File: src/rtl/dac_multichannel_ctrl.sv
// Multi-channel DAC setpoint controller: debounced less/more adjust per channel,
// round-robin SPI transfer scheduling over the dactrig/dacdone handshake.
module dac_multichannel_ctrl #(
  parameter int CHANNELS       = 4,
  parameter int DATA_W         = 12,
  parameter int STEP_SHIFT     = 2,
  parameter int REFRESH_CYCLES = 50000000,
  parameter int TIMEOUT_CYCLES = 4096
) (
  input  logic              CLK50MHZ,
  input  logic              RST,
  input  logic              less,
  input  logic              more,
  input  logic [1:0]        sel,
  input  logic [1:0]        step_exp,
  output logic [DATA_W-1:0] data,
  output logic [3:0]        address,
  output logic [3:0]        command,
  output logic              dactrig,
  input  logic              dacdone,
  output logic              busy,
  output logic              err,
  output logic [7:0]        LED
);

  localparam int RW = (REFRESH_CYCLES > 1) ? $clog2(REFRESH_CYCLES) : 1;
  localparam int TW = (TIMEOUT_CYCLES > 1) ? $clog2(TIMEOUT_CYCLES) : 1;
  localparam logic [RW-1:0] REF_LAST = (REFRESH_CYCLES > 0) ? RW'(REFRESH_CYCLES - 1) : '0;
  localparam logic [TW-1:0] TMO_LAST = (TIMEOUT_CYCLES > 0) ? TW'(TIMEOUT_CYCLES - 1) : '0;
  localparam logic [DATA_W-1:0] SP_MAX = '1;

  typedef enum logic [1:0] {S_IDLE, S_ISSUE, S_WAIT} state_t;

  state_t              state, state_nxt;
  logic [DATA_W-1:0]   setpoint [CHANNELS];
  logic [CHANNELS-1:0] dirty, dirty_nxt;
  logic [1:0]          rr, cur, pick, idx;
  logic                found;
  logic [DATA_W-1:0]   data_q;
  logic [RW-1:0]       ref_cnt;
  logic [TW-1:0]       tmo_cnt;
  logic [DATA_W-1:0]   sp_sel, sp_new;
  logic [31:0]         step, sp_ext;
  logic                adj_valid, adj_change, timeout, ref_fire;

  assign command = 4'b0011;

  // Saturating adjust of the selected channel; a saturated pulse is not a change.
  always_comb begin
    // NOTE: every variable gets a default first so no path through this block infers a latch.
    sp_sel     = '0;
    sp_new     = '0;
    adj_change = 1'b0;
    adj_valid  = (int'(sel) < CHANNELS) && (more ^ less);
    if (int'(sel) < CHANNELS) sp_sel = setpoint[sel];
    step   = 32'd1 << (32'(step_exp) * 32'(STEP_SHIFT));
    sp_ext = 32'(sp_sel);
    if (more) sp_new = (sp_ext + step > 32'(SP_MAX)) ? SP_MAX : DATA_W'(sp_ext + step);
    else      sp_new = (step > sp_ext) ? '0 : DATA_W'(sp_ext - step);
    adj_change = adj_valid && (sp_new != sp_sel);
    LED        = sp_sel[DATA_W-1 -: 8];
  end

  // First dirty channel at or after the round-robin pointer.
  always_comb begin
    found = 1'b0;
    pick  = rr;
    idx   = '0;
    for (int i = 0; i < CHANNELS; i++) begin
      idx = 2'((int'(rr) + i) % CHANNELS);
      if (!found && dirty[idx]) begin
        found = 1'b1;
        pick  = idx;
      end
    end
  end

  assign timeout  = (TIMEOUT_CYCLES != 0) && (state == S_WAIT) && !dacdone && (tmo_cnt == TMO_LAST);
  assign ref_fire = (REFRESH_CYCLES != 0) && (state == S_IDLE) && (dirty == '0) &&
                    !(less || more) && (ref_cnt == REF_LAST);

  // Later assignments win: an adjust in the ISSUE cycle re-marks the channel being sent.
  always_comb begin
    dirty_nxt = dirty;
    if (state == S_ISSUE) dirty_nxt[cur] = 1'b0;
    if (timeout)          dirty_nxt[cur] = 1'b1;
    if (ref_fire)         dirty_nxt      = '1;
    if (adj_change)       dirty_nxt[sel] = 1'b1;
  end

  always_ff @(posedge CLK50MHZ or posedge RST) begin
    if (RST) state <= S_IDLE;
    else     state <= state_nxt;
  end

  always_comb begin
    state_nxt = state;
    case (state)
      S_IDLE:  if (found) state_nxt = S_ISSUE;
      S_ISSUE: state_nxt = S_WAIT;
      S_WAIT:  if (dacdone || timeout) state_nxt = S_IDLE;
      default: state_nxt = S_IDLE;
    endcase
  end

  // During ISSUE the live setpoint is presented; data_q holds it through WAIT.
  always_comb begin
    dactrig = (state == S_ISSUE);
    busy    = (state != S_IDLE);
    data    = (state == S_ISSUE) ? setpoint[cur] : data_q;
    address = 4'(cur);
  end

  always_ff @(posedge CLK50MHZ or posedge RST) begin
    if (RST) begin
      // NOTE: the setpoints are a small flop array, not RAM, so they reset with everything else.
      for (int c = 0; c < CHANNELS; c++) setpoint[c] <= '0;
      dirty   <= '1;
      rr      <= '0;
      cur     <= '0;
      data_q  <= '0;
      err     <= 1'b0;
      ref_cnt <= '0;
      tmo_cnt <= '0;
    end else begin
      // NOTE: non-blocking assignments so every register here samples pre-edge values.
      if (adj_change) setpoint[sel] <= sp_new;
      dirty <= dirty_nxt;
      if (state == S_IDLE && found) cur <= pick;
      if (state == S_ISSUE) begin
        data_q <= setpoint[cur];
        rr     <= 2'((int'(cur) + 1) % CHANNELS);
      end
      if (timeout) err <= 1'b1;
      tmo_cnt <= (state == S_WAIT) ? tmo_cnt + 1'b1 : '0;
      if (less || more || state != S_IDLE || ref_fire) ref_cnt <= '0;
      else if (REFRESH_CYCLES != 0 && dirty == '0)    ref_cnt <= ref_cnt + 1'b1;
    end
  end

endmodule

File: config.mk
export PLATFORM = sky130hd
export DESIGN_NAME = dac_multichannel_ctrl
export DESIGN_NICKNAME = d
export VERILOG_FILES = /design/src/rtl/dac_multichannel_ctrl.sv
export SDC_FILE = /design/constraint.sdc
export NUM_CORES = 1
export LEC_CHECK = 0
export BUFFER_PORTS_ARGS = -buffer_cell sky130_fd_sc_hd__buf_2
export CORE_MARGIN = 5
export CORE_UTILIZATION = 55
export CTS_BUF_LIST = sky130_fd_sc_hd__clkbuf_8
export CTS_CLUSTER_DIAMETER = 200
export CTS_CLUSTER_SIZE = 14
export DETAILED_ROUTE_END_ITERATION = 10
export PLACE_DENSITY = 0.73
export SETUP_SLACK_MARGIN = 0.3
export SLEW_MARGIN = 20
export SYNTH_ARGS = -nofsm -noshare
export SYNTH_HDL_FRONTEND = slang
export SYNTH_SLANG_ARGS = --single-unit
File: constraint.sdc
create_clock -name CLK50MHZ -period 5.4 [get_ports CLK50MHZ]
set_clock_uncertainty 0.05 [all_clocks]
set_input_delay 0.54 -clock CLK50MHZ [delete_from_list [all_inputs] [get_ports CLK50MHZ]]
set_output_delay 0.54 -clock CLK50MHZ [all_outputs]
set_load 0.02 [all_outputs]
Word level (Yosys, flattened, before mapping) --
Cells that the tools add are included. Widths: inputs -> output; s select.
Storage, ports and cells: bits in registers 109, bits of input ports 9, output and inout bits 31, word-level logic and storage cells 117
Operators by class: $add $sub $neg 8, magnitude comparators 13, eq/ne operators 7, shift-type cells 1, mux-type cells 42, bitwise logic cells 7, reduce and logical (&&, ||, !) cells 27
Operators by type and width (count):
- $mux 12 | 10
- $mux 26 | 2
- $bmux 12 s2 | 2
- $bwmux 48 | 1
- $add 12x32->32 | 1
- $gt 32x12->1 | 1
- $gt 32x12->1 const B | 1
- $shl 1x3->32 const A | 1
- $add 26x1->26 const B | 1
- $eq 26x26->1 const B | 1
- $demux 12 s2 | 1
- $lt 2x3->1 const B | 6
- $mux 4 | 4
- $logic_and 1x1->1 | 13
- $add 12x1->12 const B | 1
- $eq 12x12->1 const B | 1
- $ne 12x12->1 | 1
- $sub 12x12->12 | 1
- $mux 1 | 10
- $mux 2 | 5
- $bmux 1 s2 | 4
- $or 4x4->4 | 2
- $ge 3x3->1 const B | 2
- $not 2->3 | 2
- 18 further kinds | 31

Depth between registers and ports, before layout --
depth in word-level cells 14, gate-level depth with buffers 17, gate-level depth less buffers 13

Worst setup path after synthesis --
OpenSTA, ideal clock, no wires.
path type input to register, start input port sel[0], end register dirty[0], library setup time 86 ps, arrival time 4452 ps, data required time 5264 ps, slack 813 ps, stages 17, cell sequence buf_6 buf_4 mux4_2 inv_1 ha_1 buf_1 inv_1 a21oi_1 a2111oi_2 buf_2 o21ai_0 a221oi_1 a21oi_1 a21oi_1 a21oi_2 buf_4 a2111o_1
Between the ends: cells in the longest elaborated chain, start to end 11
Ends and longest elaborated chain:
- start, declared | RTL line 14 | input logic [1:0] sel,
- $not 2->3 (implied by the code) (*) | RTL line 55 | if (int'(sel) < CHANNELS) sp_sel = setpoint[sel];
- $bmux 12 s2 (*) | RTL line 55
- $mux 12 (implied by the code) (*) (2 in a row) | RTL line 55
- named net LED[2] | RTL line 23 | output logic [7:0] LED
- $add 12x32->32 | RTL line 58 | if (more) sp_new = (sp_ext + step > 32'(SP_MAX)) ? SP_MAX : DATA_W'(sp_ext + step);
- $gt 32x12->1 | RTL line 58
- $mux 12 (2 in a row) | RTL line 58
- $ne 12x12->1 (*) | RTL line 60 | adj_change = adj_valid && (sp_new != sp_sel);
- $logic_and 1x1->1 (*) | RTL line 60
- $mux 4 (*) | RTL line 88 | if (adj_change) dirty_nxt[sel] = 1'b1;
- named net dirty_nxt[0] | RTL line 36 | logic [CHANNELS-1:0] dirty, dirty_nxt;
- end signal, assigned | RTL line 128 | dirty <= dirty_nxt;
- end, declared | RTL line 36
Mark *: on every way through the listed nets, which the timed path passes. The rest lies on a longest branch. The select of a mux whose other input is x is not followed. A chain may end at the register's enable or synchronous reset.

Final worst setup path --
start input port sel[0], end register dirty[0]
Between the ends: cells in the longest elaborated chain, start to end 11
Ends and longest elaborated chain (RTL line):
- $not 2->3 (implied by the code) | 55
- $bmux 12 s2 | 55
- $mux 12 (implied by the code) (2 in a row) | 55
- $add 12x32->32 | 58
- $gt 32x12->1 | 58
- $mux 12 (2 in a row) | 58
- $ne 12x12->1 | 60
- $logic_and 1x1->1 | 60
- $mux 4 (*) | 88
- named net dirty_nxt[0] | 36
Marked as above.

==> results.md <==
- H-tree levels: 3
- Fin crit period: 4831 ps
- Row cnt: 39
- Synth warnings: 0
- CP dominant cell by count: a21oi_1
- Slowest-stage cell, CP: mux4_2
- Die X: 119.1 um
- Fin util: 0.6029
- Maximum clock insertion buffer count: 2
- Root Driver: clkbuf_8
- Yosys top cell area share: 0.4015
- Synthesized flop and latch total: 109
- RSZ-0062 raised after global routing: false
- CP top delay family: compound AO/OA/AOI/OAI gates
- Worst slew margin: 0.3301
- Clock Pin Slew Worst Setup and Hold Paths: 100 ps
- CP startpoint kind: primary input
- Final nets: 692
- Endpoints failing setup: 0
- Clk sinks: 109
- Share of cells above drive strength 1: 0.2081
- CTS tree: built
- Ys async rst share: 1.000
- Peak Freq: 0.2070 GHz
- GPL Wtd Cong: 0.9279
- CP Data Arrival Time: 5080 ps
- Chip height: 119.1 um
- DRT iter0 DRCs: 459
- Internal: 2049 uW
- Fill cells: 972
- Resized Gates After CTS: 0
- Worst path bufs/invs: 2
- Leakage: 0.003068 uW
- Port bufs: 33
- DPL Wire Length: 11.09 mm
- Max incr delay on CP: 620 ps
- Outcome: finished clean
- Worst setup margin: 569.5 ps
- Vias: 4974
- EDFF count, synth: 0
- Vias/cell: 6.133
- Drc violations: 0
- Start point of the critical path: sel[0]
- Max cap viols: 0
- Die area: 0.01418 mm^2
- Synthesized area: 0.006545 mm^2
- Crit path required time: 5650 ps
- Router iterations before antenna repair: 5
- Worst vdd ir: 0.3067 mV
- R2r worst-path depth: 12
- Share of the clock period used by the worst path: 0.8945
- Area Overhead vs Synth: 6.538%
- CTS Buf Count: 9
- Setup WS pre-CTS: 286.6 ps
- Pwr dens: 522.8 mW/mm^2
- Initial Util: 0.5659
- Detailed Route WL: 15.37 mm
- Postcts setup bufs: 0
- Sequential Power Share: 0.360
- Most numerous cell in the Yosys netlist: dfrtp_1
- Crit-path cells: buf_2 > mux4_2 > inv_1 > ha_1 > nor2_1 > a221o_1 > a21oi_1 > xnor2_1 > o311ai_0 > a21oi_1 > a2111oi_4 > a21oi_2 > a2111o_1
- Most common library cells after synthesis: dfrtp_1 (105), nand2_1 (78), nor2_1 (59)
- DRT antenna net count: 0
- Actual slew at the worst max-slew pin: 995.7 ps
- Largest net degree at the start of global routing: 90
- Synth Flop Type: dfrtp_1
- Reg2reg start: setpoint[2]$_DFFE_PP0P_
- Core area: 0.01156 mm^2
- Initial antenna violation count: 0
- Top cells by area, synth: dfrtp_1 (40%), mux2_2 (7.9%), mux4_2 (7.9%), nand2_1 (4.5%), ha_1 (3.8%)
- Non-Filler Instances: 811
- First-pass GRT wire length: 25.01 mm
- Hold bufs inserted after CTS: 0
- Final TNS setup: 0 ps
- # diodes: 0
- Vias in the first global route: 4898
- Post-placement cell count: 795
- Switching power: 1596 uW
- Max Slew Vio Count: 0
- Later-pin clock latency in the skew report: 370 ps
- Sw Ratio: 0.4378
- Critical Path Fanout Max: 15
- Hold crit path type: primary input to asynchronous set/reset pin
- Seq/Total Area, Yosys: 0.4175
- R2r setup slk: 790 ps
- Synth unique cells: 63
- Crit. End Element: register
- Post-Synthesis Cells: 643
- Clk pwr share: 0.134
- Levels on crit path: 13
- Largest area contributor in the synthesized netlist: dfrtp_1
- All-Layer GR Usage: 0.2183
- I/O Pins: 40
- Final Hold Viols: 0
- WS Path Type: primary input to register
- Comb pwr share: 0.506
- DR WL/cell: 18.95 um
- Total grt overflow: 0
- Synth Area per Inst: 10.18 um^2
==> per-layer routing <==
metal,wire length (um),up-vias,GRT usage
met2,7525,175,0.3617
li1,-,2321,-
met5,0,-,0
met1,6666,2448,0.2913
met3,764,30,0.03507
met4,415,0,0.07965
==> final cells by class <==
cell class,instances,area [um^2],share of cell area
Sequential cell,109,2734,0.3921
Clock inverter,6,55.05,0.007895
Clock buffer,10,137.6,0.01974
Multi-Input combinational cell,474,3535,0.5069
Inverter,29,111.4,0.01597
Timing Repair Buffer,40,221.5,0.03176
Tap cell,143,178.9,0.02566
==> state kept, by name, indices dropped and copies added, names as in the netlist <==
signal,cells
cur,2
rr,2
ref_cnt,26
setpoint,48
err,1
dirty,4
tmo_cnt,12
data_q,12
state,2
==> power groups by stage <==
stage               Clock, uW  Sequential, uW  Combinational (uW)
floorplan                   0            1220                1410
global placement            0            1300                1780
detailed placement          0            1320                1830
CTS                       502            1300                1840
global route              535            1340                2010
finish                    489            1310                1850
==> final timing paths <==
path	endpoint
worst max-delay path	dirty[0]$_DFF_PP1_
worst min-delay path	ref_cnt[8]$_DFFE_PP0P_
worst max register to register	dirty[0]$_DFF_PP1_
worst min register to register	tmo_cnt[0]$_DFF_PP0_
max in group asynchronous	cur[0]$_DFFE_PP0P_
min in group CLK50MHZ	state[1]$_DFFE_PP0P_
==> worst register-to-register path, delay by kind of cell, from the launching register on <==
kind,cells,cell delay (ps)
XOR/XNOR,1,120
flip-flops,1,400
adder cells (fa/ha/maj),1,230
multiplexers,1,540
AND/OR/NAND/NOR,1,80
buffers and inverters,1,140
AO/OA/AOI/OAI,7,2980
==> logic make-up after synthesis <==
family | count (synthesis) | share of synthesized area
other cells | 2 | 0.001147
compound gates | 103 | 0.1074
flops | 109 | 0.4175
mux | 80 | 0.1761
xor+xnor | 41 | 0.05487
fa+ha+maj | 20 | 0.03823
buf+inv | 64 | 0.04473
simple gates | 224 | 0.1600
==> per-stage QoR <==
step / hold slack, ps / power, uW / instance area (um^2)
after global routing: 66.35 / 3889 / 6973
after detailed placement: 405.0 / 3148 / 6775
final: 51.92 / 3646 / 6973
after CTS: 42.59 / 3645 / 6968
after floorplan: 383.1 / 2625 / 6560
after global placement: 396.2 / 3075 / 6775
==> placed cells by master, fill, tap and decap left out, drive strengths merged, types with 23 or more instances in the layout <==
| master | instances |
|---|---|
| buf | 40 |
| inv | 32 |
| xor2 | 26 |
| dfrtp | 105 |
| nand2 | 78 |
| o21ai | 25 |
| mux2 | 51 |
| a21oi | 31 |
| nor2 | 59 |
| mux4 | 23 |
No activity file was read; power rests on OpenSTA's default activity.
